==> config.mk <==
export PLATFORM = sky130hd
export DESIGN_NAME = player_death_controller
export DESIGN_NICKNAME = d
export VERILOG_FILES = /design/src/rtl/player_death_controller.sv
export SDC_FILE = /design/constraint.sdc
export NUM_CORES = 1
export LEC_CHECK = 0
export ABC_CLOCK_PERIOD_IN_PS = 4100
export BUFFER_PORTS_ARGS = -buffer_cell sky130_fd_sc_hd__buf_2
export CORE_ASPECT_RATIO = 0.5
export CORE_UTILIZATION = 30
export CTS_BUF_LIST = sky130_fd_sc_hd__clkbuf_4 sky130_fd_sc_hd__clkbuf_8 sky130_fd_sc_hd__clkbuf_16
export DETAILED_ROUTE_END_ITERATION = 10
export PLACE_DENSITY = 0.51
export SLEW_MARGIN = 20
export SYNTH_ARGS = -nofsm -noshare
export SYNTH_HDL_FRONTEND = slang
export SYNTH_SLANG_ARGS = --single-unit
==> constraint.sdc <==
create_clock -name clk -period 4.1 [get_ports clk]
set_input_delay 0.41 -clock clk [delete_from_list [all_inputs] [get_ports clk]]
set_output_delay 0.41 -clock clk [all_outputs]
set_load 0.01 [all_outputs]
==> src/rtl/player_death_controller.sv <==
// Death/respawn sequencer: one player_died pulse per hit, frozen death
// animation, respawn with blinking invulnerability, sticky game over.
module player_death_controller #(
   parameter int unsigned DEATH_FRAMES  = 60,
   parameter int unsigned INVULN_FRAMES = 90,
   parameter int unsigned BLINK_FRAMES  = 8
) (
   input  logic clk,
   input  logic resetN,
   input  logic startOfFrame,
   input  logic collision,
   input  logic no_lives,
   output logic player_died,
   output logic respawn,
   output logic freeze_player,
   output logic blink_hide,
   output logic game_over
);

   localparam logic [7:0] DEATH_LAST  = 8'(DEATH_FRAMES - 1);
   localparam logic [7:0] INVULN_LAST = 8'(INVULN_FRAMES - 1);
   localparam logic [7:0] BLINK_LAST  = 8'(BLINK_FRAMES - 1);

   typedef enum logic [1:0] {
      ALIVE     = 2'd0,
      DYING     = 2'd1,
      INVULN    = 2'd2,
      GAME_OVER = 2'd3
   } state_t;

   state_t     state_q, state_d;
   logic       hit_q, hit_d;
   logic [7:0] frame_q, frame_d;
   logic [7:0] blink_cnt_q, blink_cnt_d;
   logic       hide_q, hide_d;
   logic       died_q, died_d;
   logic       resp_q, resp_d;
   logic       freeze_q, freeze_d;
   logic       over_q, over_d;

   function automatic logic [7:0] sat_inc(input logic [7:0] v);
      return (v == 8'hFF) ? v : v + 8'd1;
   endfunction

   always_ff @(posedge clk or negedge resetN) begin
      if (!resetN) begin
         state_q     <= ALIVE;
         hit_q       <= 1'b0;
         frame_q     <= 8'd0;
         blink_cnt_q <= 8'd0;
         hide_q      <= 1'b0;
         died_q      <= 1'b0;
         resp_q      <= 1'b0;
         freeze_q    <= 1'b0;
         over_q      <= 1'b0;
      end else begin
         state_q     <= state_d;
         hit_q       <= hit_d;
         frame_q     <= frame_d;
         blink_cnt_q <= blink_cnt_d;
         hide_q      <= hide_d;
         died_q      <= died_d;
         resp_q      <= resp_d;
         freeze_q    <= freeze_d;
         over_q      <= over_d;
      end
   end

   always_comb begin
      state_d     = state_q;
      hit_d       = hit_q;
      frame_d     = frame_q;
      blink_cnt_d = blink_cnt_q;
      hide_d      = hide_q;
      died_d      = 1'b0;
      resp_d      = 1'b0;
      case (state_q)
         ALIVE: begin
            // the latch spreads pixel-level overlap across the whole frame
            if (startOfFrame && (hit_q || collision)) begin
               state_d = DYING;
               died_d  = 1'b1;
               hit_d   = 1'b0;
               frame_d = 8'd0;
            end else if (collision) begin
               hit_d = 1'b1;
            end
         end
         DYING: begin
            hit_d = 1'b0;
            if (startOfFrame) begin
               if (frame_q == DEATH_LAST) begin
                  if (no_lives) begin
                     state_d = GAME_OVER;
                  end else begin
                     state_d     = INVULN;
                     resp_d      = 1'b1;
                     frame_d     = 8'd0;
                     blink_cnt_d = 8'd0;
                     hide_d      = 1'b0;
                  end
               end else begin
                  frame_d = sat_inc(frame_q);
               end
            end
         end
         INVULN: begin
            hit_d = 1'b0;
            if (startOfFrame) begin
               if (frame_q == INVULN_LAST) begin
                  state_d = ALIVE;
                  hide_d  = 1'b0;
               end else begin
                  frame_d = sat_inc(frame_q);
                  if (blink_cnt_q == BLINK_LAST) begin
                     blink_cnt_d = 8'd0;
                     hide_d      = ~hide_q;
                  end else begin
                     blink_cnt_d = sat_inc(blink_cnt_q);
                  end
               end
            end
         end
         GAME_OVER: begin
            hit_d  = 1'b0;
            hide_d = 1'b0;
         end
         default: begin
            state_d = ALIVE;
            hit_d   = 1'b0;
            hide_d  = 1'b0;
         end
      endcase
      freeze_d = (state_d == DYING) || (state_d == GAME_OVER);
      over_d   = (state_d == GAME_OVER);
   end

   assign player_died   = died_q;
   assign respawn       = resp_q;
   assign freeze_player = freeze_q;
   assign blink_hide    = hide_q;
   assign game_over     = over_q;

endmodule

==> metrics <==
status=finished, violations left; violated checks=DRC; GRT Overall Usage=between 10% and 20%; Comb pwr share=34.0%; Nets=187; clk sink count=24; final cell count without fillers=~240; Area growth syn-to-layout=7.35%; Worst Max-Slew Pin Slew=~0.52 ns; routing usage on met1=16.0%; number of synthesized register bits=24; Worst setup SP type=flop; Final TNS setup=0 ns; most frequent cell after synthesis=dfrtp_1; sequential power share=44.1%; H-tree level count=1; Setup Slack @ Placement=1.64 ns; Finish-stage setup viols=0; count of cell types in the netlist=49; vias in the first global route=between 1000 and 1500; Post CTS Setup Buffer Count=0; Filler Cell Count=519; top cells by area, synth=dfrtp_1, ha_1, nand2_1, a21oi_1, nand3_1; syn nets=180; cell leakage power=0.699 nW; die area=5530 um^2; final instance area=1680 um^2; RSZ-0062 raised after global routing=no; Fin. Hold Viols=0; Final Skew=0.00187 ns; # Max-Cap Violations=0; Switching Power=0.000222 W; WL final=3070 um; crit path kind=reg -> reg; slew margin rel.=65.2%; first-pass GRT wire length=5310 um; n_diodes=0; met2 usage=20.2%; Post-synth EDFFs=0; Site Rows=18; CTS tree=yes; Tmin final=2.45 ns; CP endpoint kind=flop; post-synth top area cell=dfrtp_1; GPL Wtd Cong=0.755; met3 Use GR=about 4.2%; P per Cell Area=375 nW/um^2; Core Box Area=4980 um^2; DRC Markers=1; Synth Warn #=0; CTS Hold Bufs=0; clock root buffer=clkbuf_8; initial drt markers=66; Sw Ratio=35.3%; Seq/Total Area, Yosys=38.4%; min setup slack post-route=1.65 ns; FMAX=408 MHz; drt pass-1 iters=7; CTS Buf Count=3; multi-input logic area=876 um^2; placed cell area=1640 um^2; total gr overflow=0; Hold WC Path Type=in -> async; Clock power frac=between 20% and 30%; Slew Limit Fails=0; Synth top area share=about two fifths; Syn Inst Count=167; WP data required=4.27 ns; final hold slack=0.113 ns; die height=53.1 um; per-cell routed wire length=12.7 um; Syn Area/Cell=9.37 um^2; I/O Buffers=9; Mapped Area=around 1600 um^2; Period Utilization, post-route=59.7%; Worst-Skew Late Latency=0.26 ns; Via Count=roughly 1200; P_int=0.000407 W; ys async rst share=100%; Die W=104 um; Clock transition at path regs=about 0.08 ns; GRT Max-Usage Layer=met2; DP Cell Count=239; Reg area=601 um^2; Max IR drop VDD=0.122 mV; initial antenna violation count=0; largest net degree at the start of global routing=25; I/O pins=10; ys flop type=dfrtp_1; starting density of the core=31.4%; Routed Antenna Nets=0; Detailed Place HPWL=2310 um; layout cells sized above 1=14.5%; critical path arrival=2.62 ns; vias per cell=a little over 5; Longest Clk Path Bufs=2; crit-path max FO=12; synth cell count leaders=dfrtp_1, nand2_1, a21oi_1; # resized after CTS=0
cell type report:
cell class,count,share of cell area [%]
repair buffers,9,2.68
clock buffers,3,2.46
inverters,8,1.79
well taps,70,5.21
flip-flops and latches,24,35.7
multi-input cells,128,52.1
power groups by stage:
| stage | Combinational [W] | Clock (W) | Sequential (W) |
|---|---|---|---|
| 2_1_floorplan | 0.000170 | 0 | 0.000282 |
| 3_3_place_gp | 0.000215 | 0 | 0.000280 |
| 3_5_place_dp | 0.000214 | 0 | 0.000282 |
| 4_1_cts | 0.000216 | 0.000144 | 0.000278 |
| 5_1_grt | 0.000245 | 0.000156 | 0.000281 |
| 6_report | 0.000214 | 0.000138 | 0.000278 |
layer usage:
metal | up-vias | share of wire, % | wire [um]
met5 | - | 0 | 0
met4 | 0 | 0.78 | 24
met3 | 2 | 3.3 | 102
met2 | 20 | 44 | 1350
met1 | 582 | 52 | 1590
li1 | 628 | - | -
critical path: stages, from the launching register on:
cell	delay, ns
dfrtp_1	0.45
inv_1	0.11
ha_1	0.44
or2b_2	0.36
o41ai_4	0.06
nand3_1	0.34
or2_4	0.37
o31ai_1	0.23
state kept, by name, indices dropped and copies added, names as in the netlist:
signal,flops
blink_hide,1
game_over,1
blink_cnt_q,8
respawn,1
player_died,1
freeze_player,1
state_q,2
hit_q,1
frame_q,8
cell usage in the layout (no fill, tap or decap), types with 3 or more instances in the layout:
master | synthesis | routed
dfrtp_1 | 24 | 24
nand2_1 | 18 | 18
a21oi_1 | 12 | 12
nor2_1 | 11 | 11
nand3_1 | 11 | 11
o21ai_0 | 10 | 10
buf_2 | 1 | 9
inv_1 | 8 | 8
ha_1 | 8 | 8
o21ai_1 | 6 | 6
o31ai_1 | 5 | 5
nand4_1 | 4 | 4
or3_1 | 3 | 3
clkbuf_8 | 0 | 3
path summary, 6_finish.rpt:
kind / startpoint / end / slack [ns] / cells past startpoint
max reg2reg: state_q[0] / blink_cnt_q[3] / 1.65 / 7
max: state_q[0] / blink_cnt_q[3] / 1.65 / 7
max in group asynchronous: resetN / game_over / 3.64 / 1
min: resetN / frame_q[1] / 0.11 / 1
min in group clk: collision / hit_q / 0.42 / 2
min reg2reg: blink_cnt_q[0] / blink_cnt_q[0] / 0.52 / 1
cell families after synthesis:
| logic type | share of synthesized area, % |
|---|---|
| AOI/OAI and AO/OA | 24.1 |
| adders and majority gates | 6.40 |
| buffers and inverters | 5.67 |
| DFF | 38.4 |
| muxes | 0.640 |
| and+or+nand+nor | 24.8 |
metrics by stage:
step	util, %	total power [W]
floorplan	-	0.000452
global placement	32.9	0.000495
detailed placement	32.9	0.000497
CTS	33.8	0.000638
global route	33.8	0.000682
finish	33.8	0.000629
(Power assumes the default switching activity.)
